[src/rtl/game_state_ctrl.sv]
// Game state controller: collision checks against pipe/floor/ceiling, score and high
// score tracking, and the IDLE/PLAY/HIT/OVER state machine with its reset_game pulse.
module game_state_ctrl #(
  parameter int BIRD_W     = 34,
  parameter int BIRD_H     = 24,
  parameter int PIPE_W     = 80,
  parameter int GAP_H      = 200,
  parameter int FLOOR_Y    = 680,
  parameter int HIT_FRAMES = 30,
  parameter int SCORE_MAX  = 999
) (
  input  logic        clk,
  input  logic        reset_n,
  input  logic        move,
  input  logic        start,
  input  logic [10:0] bird_x,
  input  logic [10:0] bird_y,
  input  logic [10:0] pipe_x,
  input  logic [10:0] gap_y,
  output logic        reset_game,
  output logic        playing,
  output logic        game_over,
  output logic [9:0]  score,
  output logic [9:0]  high_score
);

  localparam int               CNT_W     = (HIT_FRAMES > 1) ? $clog2(HIT_FRAMES) : 1;
  localparam logic [CNT_W-1:0] CNT_LAST  = CNT_W'(HIT_FRAMES - 1);
  localparam logic [9:0]       SCORE_SAT = 10'(SCORE_MAX);
  localparam logic [11:0]      BIRD_W12  = 12'(BIRD_W);
  localparam logic [11:0]      BIRD_H12  = 12'(BIRD_H);
  localparam logic [11:0]      PIPE_W12  = 12'(PIPE_W);
  localparam logic [11:0]      GAP_H12   = 12'(GAP_H);
  localparam logic [11:0]      FLOOR_Y12 = 12'(FLOOR_Y);

  typedef enum logic [1:0] {
    S_IDLE = 2'd0,
    S_PLAY = 2'd1,
    S_HIT  = 2'd2,
    S_OVER = 2'd3
  } state_e;

  state_e           state_q, state_d;
  logic [CNT_W-1:0] hit_cnt_q, hit_cnt_d;
  logic             passed_q, passed_d;
  logic [9:0]       score_q, score_d;
  logic [9:0]       high_q, high_d;
  logic             reset_game_q, reset_game_d;
  logic             playing_q, playing_d;
  logic             game_over_q, game_over_d;

  function automatic logic [9:0] sat_inc(input logic [9:0] v);
    return (v >= SCORE_SAT) ? SCORE_SAT : v + 10'd1;
  endfunction

  function automatic logic [9:0] max10(input logic [9:0] a, input logic [9:0] b);
    return (a > b) ? a : b;
  endfunction

  logic [11:0] bx, by, px, gy;
  logic        hit_pipe, hit_floor, hit_ceil, collide;
  logic        pass_cond, wrap_cond;
  logic        start_game, play_tick, hit_tick;

  assign bx = {1'b0, bird_x};
  assign by = {1'b0, bird_y};
  assign px = {1'b0, pipe_x};
  assign gy = {1'b0, gap_y};

  assign hit_pipe  = (bx + BIRD_W12 > px) && (bx < px + PIPE_W12) &&
                     ((by < gy) || (by + BIRD_H12 > gy + GAP_H12));
  assign hit_floor = (by + BIRD_H12 >= FLOOR_Y12);
  // bird_y at or above 1024 is a bird that flew off the top and wrapped
  assign hit_ceil  = bird_y[10];
  assign collide   = hit_pipe || hit_floor || hit_ceil;
  assign pass_cond = (px + PIPE_W12 < bx);
  assign wrap_cond = (px > bx);

  assign start_game = start && ((state_q == S_IDLE) || (state_q == S_OVER));
  assign play_tick  = move && (state_q == S_PLAY);
  assign hit_tick   = move && (state_q == S_HIT);

  always_ff @(posedge clk or negedge reset_n) begin
    if (!reset_n) state_q <= S_IDLE;
    else          state_q <= state_d;
  end

  always_comb begin
    state_d = state_q;
    unique case (state_q)
      S_IDLE:  if (start) state_d = S_PLAY;
      S_PLAY:  if (move && collide) state_d = S_HIT;
      S_HIT:   if (move && (hit_cnt_q == CNT_LAST)) state_d = S_OVER;
      S_OVER:  if (start) state_d = S_PLAY;
      default: state_d = S_IDLE;
    endcase
  end

  always_comb begin
    reset_game_d = start_game;
    playing_d    = (state_d == S_PLAY);
    game_over_d  = (state_d == S_HIT) || (state_d == S_OVER);
  end

  // A start in IDLE/OVER pre-empts any evaluation on the same move tick.
  always_comb begin
    hit_cnt_d = hit_cnt_q;
    passed_d  = passed_q;
    score_d   = score_q;
    high_d    = high_q;
    if (start_game) begin
      passed_d = 1'b0;
      score_d  = 10'd0;
    end else begin
      if (move && wrap_cond) passed_d = 1'b0;
      if (play_tick) begin
        if (collide) begin
          hit_cnt_d = '0;
          high_d    = max10(high_q, score_q);
        end else if (pass_cond && !passed_q) begin
          passed_d = 1'b1;
          score_d  = sat_inc(score_q);
        end
      end
      if (hit_tick && (hit_cnt_q != CNT_LAST)) hit_cnt_d = hit_cnt_q + CNT_W'(1);
    end
  end

  always_ff @(posedge clk or negedge reset_n) begin
    if (!reset_n) begin
      hit_cnt_q    <= '0;
      passed_q     <= 1'b0;
      score_q      <= 10'd0;
      high_q       <= 10'd0;
      reset_game_q <= 1'b0;
      playing_q    <= 1'b0;
      game_over_q  <= 1'b0;
    end else begin
      hit_cnt_q    <= hit_cnt_d;
      passed_q     <= passed_d;
      score_q      <= score_d;
      high_q       <= high_d;
      reset_game_q <= reset_game_d;
      playing_q    <= playing_d;
      game_over_q  <= game_over_d;
    end
  end

  assign reset_game = reset_game_q;
  assign playing    = playing_q;
  assign game_over  = game_over_q;
  assign score      = score_q;
  assign high_score = high_q;

endmodule

[config.mk]
export PLATFORM = sky130hd
export DESIGN_NAME = game_state_ctrl
export DESIGN_NICKNAME = d
export VERILOG_FILES = /design/src/rtl/game_state_ctrl.sv
export SDC_FILE = /design/constraint.sdc
export NUM_CORES = 1
export LEC_CHECK = 0
export CORE_ASPECT_RATIO = 0.8
export CORE_MARGIN = 5
export CORE_UTILIZATION = 35
export CTS_CLUSTER_DIAMETER = 80
export CTS_CLUSTER_SIZE = 25
export DETAILED_ROUTE_END_ITERATION = 12
export PLACE_DENSITY = 0.61
export SYNTH_ARGS = -nofsm -noshare
export SYNTH_HDL_FRONTEND = slang
export SYNTH_SLANG_ARGS = --single-unit
[constraint.sdc]
create_clock -name clk -period 2.51 [get_ports clk]
set_clock_uncertainty 0.15 [all_clocks]
set_input_delay 0.502 -clock clk [delete_from_list [all_inputs] [get_ports clk]]
set_output_delay 0.502 -clock clk [all_outputs]
set_load 0.02 [all_outputs]
==> impl_results.md, run 1 <==
* Overflow after GRT at 0
* Placed Area at 0.00524 mm^2
* Drt pass-1 iters at 4
* Top cells by area, synth: ha_1 (24%), dfrtp_1 (22%), inv_1 (6.2%)
* Vias in the first global route at 3821
* Via count at 3779
* CTS Buf Count at 5
* Synthesis Warnings at 0
* Die width at 122 um
* Combinational share of power at 59.6%
* Antenna Diode Count at 0
* Clock Path Buffers at 2
* Placed instance count at 702
* Critical Path RT at 2.52 ns
* Port bufs at 70
* Hold WC Path Type: reg -> reg
* M3 GR Usage at 3.32%
* Simple-gate area share of the yosys netlist at 15.9%
* Largest net degree at the start of global routing at 32
* Pwr Density at 547 mW/mm^2
* Final wirelength at 11300 um
* Commonest non-fill, non-tap cell in the layout: buf_4
* Kind of critical path: in -> reg
* Syn Nets at 530
* Worst EP arrival at 3.21 ns
* Async SR Flop Fraction at 100%
* Routed length per instance at 15.5 um
* Max Freq at 312 MHz
* Post-synth EDFFs at 0
* Global Route Usage Sum at 17.9%
* CTS tree: yes
* Met1 Resource Use GR at 23.9%
* Largest family of logic cells by synthesized area: adder cells
* First-pass GRT wire length at 18000 um
* Initial Utilization at 36.3%
* Num rows at 32
* Dpl ws at -1.59 ns
* Core Region at 0.00973 mm^2
* Reg power frac at 22.6%
* Violated checks: negative setup slack
* # setup viols final at 30
* Layout area overhead at 69.9%
* DP HPWL at 8490 um
* Maxcap violations at 0
* Layout Nets at 706
* RSZ-0062 raised after global routing: true
* Drt drc at 0
* Hold Slack at 0.405 ns
* Tmin final at 3.20 ns
* Pins Over Slew Limit at 0
* Run status: finished, violations left
* Initial antenna violation count at 0
* Syn Inst Count at 414
* Final Util at 61.6%
* Post-synthesis xor/xnor area fraction at 6.95%
* DRT iter0 DRCs at 163
* Post-synth top flop: dfrtp_1
* Share of cells above drive strength 1 at 37.4%
* Area fraction of the dominant cell type after synthesis at 24.1%
* Cell variety after synth at 52
* Finished Layout Cells at 727
* Most frequent cells in the layout: buf_4 (91), ha_1 (59), inv_1 (47)
* Die height at 99.8 um
* Startpoint types: primary input
* CTS Sinks at 31
* CTS HTree Levels at 2
* Hold violation count in the final report at 0
* Max VDD drop at 0.447 mV
* Clk_lat worst skew at 0.28 ns
* Pint at 1.98 mW
* Clock network fraction of total power at 17.8%
* Gr busiest metal: met2
* Relative slew slack at 71.8%
* Via density at 5.20
* GPL Wtd Cong at 0.876
* Post-Syn Area at 0.00353 mm^2
* I/O Pins at 71
* Least-Margin Pin Slew at 0.423 ns
* Register area share after synthesis at 22.0%
* Worst-path clk slew at 0.05 ns
* Crit end category: register
* Switching fraction of total power at 39.5%
* Root Buffer: clkbuf_16
* Final worst-path cycle share at 128%
* Avg Inst Size Synth at 8.52 um^2
* Die ar. at 0.0122 mm^2
* Final ANT Viol Nets at 0
* Met2 Use GR at 30.6%
* Mux contribution to synthesized area at 3.19%
* FF+latch count, synth at 31
* Final worst slack at -0.691 ns
* Cell taking the most area after synthesis: ha_1
* Cell area after layout at 0.00599 mm^2
* Leak at 2.78 nW
* Synth Area in Compound Gates at 20.5%
* Synthesized-area fraction occupied by adder cells at 24.4%
* Post-CTS Hold Buffers at 0
* Psw at 1.30 mW
* Crit Path Max Fanout at 5
==> worst max-delay path: stages <==
cell and delay (ns):
dlygate4sd2_1 0.25, ha_2 0.20, buf_4 0.14, xnor2_2 0.12, ha_1 0.31, nand4_1 0.12, or2_4 0.28, buf_6 0.11
a211oi_2 0.18, o32a_1 0.16, o211ai_1 0.17, o2111ai_4 0.17, buf_6 0.18, mux2_4 0.30
==> synth_stat cells (5+ instances only) <==
master    instances
nor2_1           19
inv_1            58
o21ai_0          19
ha_1             68
nand4_1          11
mux2_2           10
dfrtp_1          31
nor3_1           13
a21o_1            6
nor2b_1           8
clkbuf_1          5
xor2_1            5
nand3_1          12
and3_1            8
nand2_1          16
a211oi_1          6
o21a_1           11
xnor2_1          23
a21oi_1          17
a31oi_1          12
==> layer usage <==
layer,routed length (um),vias to the layer above,part of all wire [%]
li1,-,1867,-
met1,5220,1810,46
met2,5470,91,48
met3,528,11,4.7
met4,88,0,0.78
met5,0,-,0
==> repair_timing <==
item / in CTS / in global routing
pin swaps: 49 / 21
setup endpoints to repair: 30 / 30
gates cloned: 1 / 0
buffers inserted: 14 / 7
resized for setup: 146 / 46
==> registers in the layout, indices dropped and copies added (netlist names) <==
name / count
state_q: 2
hit_cnt_q: 5
game_over: 1
score: 10
playing: 1
high_score: 10
reset_game: 1
passed_q: 1
==> power groups by stage <==
stage               clock, mW  sequential (mW)  combinational [mW]
floorplan                   0            0.814               0.859
global placement            0            0.730                1.61
detailed placement          0            0.734                1.65
CTS                     0.600            0.729                1.79
global route            0.618            0.756                2.13
finish                  0.585            0.741                1.95
==> area by class of cell <==
class | count | area [um^2]
Multi-Input combinational cell | 317 | 3070
Tap cell | 136 | 170
Fill cell | 840 | 3740
Inverter | 58 | 255
Clock inverter | 3 | 20.0
Clock buffer | 5 | 125
Timing Repair Buffer | 177 | 1580
Sequential cell | 31 | 776
==> path summary, 6_finish.rpt <==
check,start,end,slack [ns],cells past startpoint
worst min register to register,high_score[0]$_DFFE_PN0P_,high_score[0]$_DFFE_PN0P_,0.40,1
worst max register to register,score[7]$_DFFE_PN0P_,high_score[4]$_DFFE_PN0P_,-0.06,11
worst min-delay path,high_score[0]$_DFFE_PN0P_,high_score[0]$_DFFE_PN0P_,0.40,1
min in group asynchronous,reset_n,score[0]$_DFFE_PN0P_,0.48,2
max in group asynchronous,reset_n,score[6]$_DFFE_PN0P_,1.43,2
worst max-delay path,gap_y[3],high_score[4]$_DFFE_PN0P_,-0.69,14
==> kinds of logic (layout without fill, tap and decap cells) <==
| family | after synthesis | in the layout |
|---|---|---|
| AO/OA/AOI/OAI | 104 | 104 |
| XOR/XNOR | 28 | 28 |
| adder cells (fa/ha/maj) | 69 | 69 |
| buffers and inverters | 66 | 243 |
| flip-flops | 31 | 31 |
| multiplexers | 10 | 10 |
| AND/OR/NAND/NOR | 106 | 106 |
==> stage by stage <==
step | power (mW) | setup TNS (ns)
after floorplan | 1.67 | -12.17
after global routing | 3.50 | -19.01
after global placement | 2.34 | -39.41
final | 3.28 | -15.37
after detailed placement | 2.38 | -40.90
after CTS | 3.12 | -16.43
Note: power is estimated with default switching activity, not from simulation.
==> inputs of run 2 (changes only) <==
--- a/config.mk
+++ b/config.mk
@@ -5,7 +5,7 @@
 export SDC_FILE = /design/constraint.sdc
 export NUM_CORES = 1
 export LEC_CHECK = 0
-export CORE_ASPECT_RATIO = 0.8
+export CORE_ASPECT_RATIO = 0.5
 export CORE_MARGIN = 5
 export CORE_UTILIZATION = 35
 export CTS_CLUSTER_DIAMETER = 80
==> run 2 against run 1 <==
The flow still finishes with violations (negative setup slack). Worst setup slack improved by 0.057 ns. Non-clock buffer count decreased by 1. Count of clock-buffer cells in the layout increased by 1. Worst hold slack got worse by 0.011 ns. Sequential power about the same. Maximum frequency increased by 1.8%. Largest cell class unchanged. Cell area decreased by 0.13%. Critical endpoint is now high_score[9]$_DFFE_PN0P_. Global-route usage decreased by 0.33 points.
==> impl_results.md, run 2 (synthesis results as in run 1) <==
* CTS tree: yes
* Drt drc at 0
* CTS Buf Count at 5
* Reg power frac at 21.8%
* Critical-path cell list: clkdlybuf4s50_1 -> inv_1 -> ha_1 -> nor2b_1 -> o311ai_1 -> a221oi_1 -> o32a_1 -> o211ai_1 -> buf_4 -> o2111ai_4 -> buf_12 -> mux2_4
* Hold Path Depth at 1
* Vias in the first global route at 3750
* Switching fraction of total power at 38.7%
* Least-Margin Pin Slew at 0.525 ns
* Psw at 1.32 mW
* Root Buffer: clkbuf_16
* Crit Path Max Fanout at 5
* Global Route Usage Sum at 17.6%
* GPL Wtd Cong at 0.853
* Hold violation count in the final report at 0
* Kind of critical path: in -> reg
* Routed length per instance at 15.3 um
* Pint at 2.09 mW
* Post-CTS Hold Buffers at 0
* Startpoint types: primary input
* CTS HTree Levels at 2
* Pwr Density at 570 mW/mm^2
* Largest net degree at the start of global routing at 32
* Crit end category: register
* Critical Path RT at 2.53 ns
* Final worst-path cycle share at 125%
* Max VDD drop at 0.463 mV
* Pins Over Slew Limit at 0
* Layout area overhead at 69.7%
* Crit-path slowest cell: clkdlybuf4s50_1
* Max Freq at 318 MHz
* Layout Nets at 706
* Finished Layout Cells at 726
* R2R setup slack at -0.05 ns
* Tmin final at 3.14 ns
* Die width at 152 um
* Hold WC Path Type: reg -> reg
* Reg2Reg Capture Point: high_score[9]$_DFFE_PN0P_
* CTS Sinks at 31
* Die ar. at 0.0123 mm^2
* Relative slew slack at 64.9%
* I/O Pins at 71
* Num rows at 25
* Clk_lat worst skew at 0.28 ns
* RSZ-0062 raised after global routing: true
* Final wirelength at 11100 um
* Commonest non-fill, non-tap cell in the layout: buf_4
* Cell area after layout at 0.00599 mm^2
* Violated checks: negative setup slack
* Initial Utilization at 36.6%
* Antenna Diode Count at 0
* Share of cells above drive strength 1 at 39.6%
* Die height at 81.0 um
* DP HPWL at 8110 um
* Leak at 2.83 nW
* Most frequent cells in the layout: buf_4 (99), ha_1 (59), inv_1 (43)
* Via density at 5.11
* Hold Path End: high_score[1]$_DFFE_PN0P_
* Maxcap violations at 0
* Final worst slack at -0.635 ns
* R2r worst-path depth at 11
* Clock network fraction of total power at 21.2%
* Worst EP arrival at 3.16 ns
* Final ANT Viol Nets at 0
* Via count at 3710
* Overflow after GRT at 0
* Placed Area at 0.00526 mm^2
* Initial antenna violation count at 0
* Combinational share of power at 57.0%
* Worst-path clk slew at 0.06 ns
* DRT iter0 DRCs at 138
* Clock Path Buffers at 2
* Placed instance count at 707
* First-pass GRT wire length at 18000 um
* Run status: finished, violations left
* Drt pass-1 iters at 4
* Port bufs at 70
* # setup viols final at 30
* Hold Path Origin: high_score[1]$_DFFE_PN0P_
* Critical path's largest stage delay at 0.45 ns
* Reg2Reg Launch Point: score[7]$_DFFE_PN0P_
* Core Region at 0.00963 mm^2
run 2: cell types whose count changed in the layout (fill, tap and decap cells not counted), moves of 3 or more:
cell	before	now
dlygate4sd2_1	17	5
clkbuf_2	1	10
buf_4	91	99
dlymetal6s2s_1	0	6
buf_2	6	2
inv_1	47	43
inv_2	7	11
a31oi_1	6	9
buf_6	12	9
buf_8	5	2
xnor2_1	17	20
xnor2_2	6	3
run 2: layer usage:
layer,vias up,GRT usage [%],wire length (um)
li1,1862,-,-
met1,1777,22.3,5100
met2,64,32.5,5500
met3,7,2.61,410
met4,0,3.23,89
met5,-,0,0
run 2: how the worst max path moves through the flow:
stage	cells after the start	start	slack, ns	end
after floorplan	13	bird_y[3]	-0.61	high_score[0]$_DFFE_PN0P_
after global placement	15	bird_y[4]	-1.37	high_score[0]$_DFFE_PN0P_
after detailed placement	14	bird_y[4]	-1.50	high_score[0]$_DFFE_PN0P_
after CTS	17	bird_y[3]	-0.72	high_score[4]$_DFFE_PN0P_
after global routing	16	bird_y[3]	-0.77	high_score[4]$_DFFE_PN0P_
final	12	gap_y[1]	-0.63	high_score[9]$_DFFE_PN0P_
run 2: worst max-delay path: cells and delay by family:
kind | cells | cell delay, ns
compound gates | 5 | 1.06
fa+ha+maj | 1 | 0.28
buf+inv | 4 | 0.89
mux | 1 | 0.29
simple gates | 1 | 0.15
run 2: power groups by stage:
stage	clock [mW]	sequential (mW)	combinational, mW
after floorplan	0	0.814	0.859
after global placement	0	0.735	1.60
after detailed placement	0	0.737	1.62
after CTS	0.726	0.737	1.80
after global routing	0.754	0.768	2.13
final	0.721	0.744	1.94
run 2: cell type report:
type	count	area, um^2
multi-input combinational	318	3100
inverter	58	253
tap	135	169
clock inverter	2	35.0
clock buffer	6	139
sequential	31	776
timing repair buffer	176	1510
fill	816	3650
run 2: metrics by stage:
| stage | hold WS [ns] | setup TNS, ns | total power, mW | utilization, % | setup slack (ns) |
|---|---|---|---|---|---|
| floorplan | 0.0564 | -12.17 | 1.67 | - | -0.608 |
| global placement | 0.375 | -36.22 | 2.34 | 54.6 | -1.37 |
| detailed placement | 0.380 | -38.90 | 2.36 | 54.6 | -1.50 |
| CTS | 0.395 | -16.62 | 3.26 | 60.0 | -0.724 |
| global route | 0.423 | -17.01 | 3.65 | 62.1 | -0.768 |
| finish | 0.394 | -13.69 | 3.41 | 62.1 | -0.635 |
run 2: timing repair:
action,4_1_cts,5_1_grt
pin swaps,39,53
gates resized for setup,111,89
endpoints found under the setup margin,30,30
gates cloned,1,0
buffers inserted,11,5
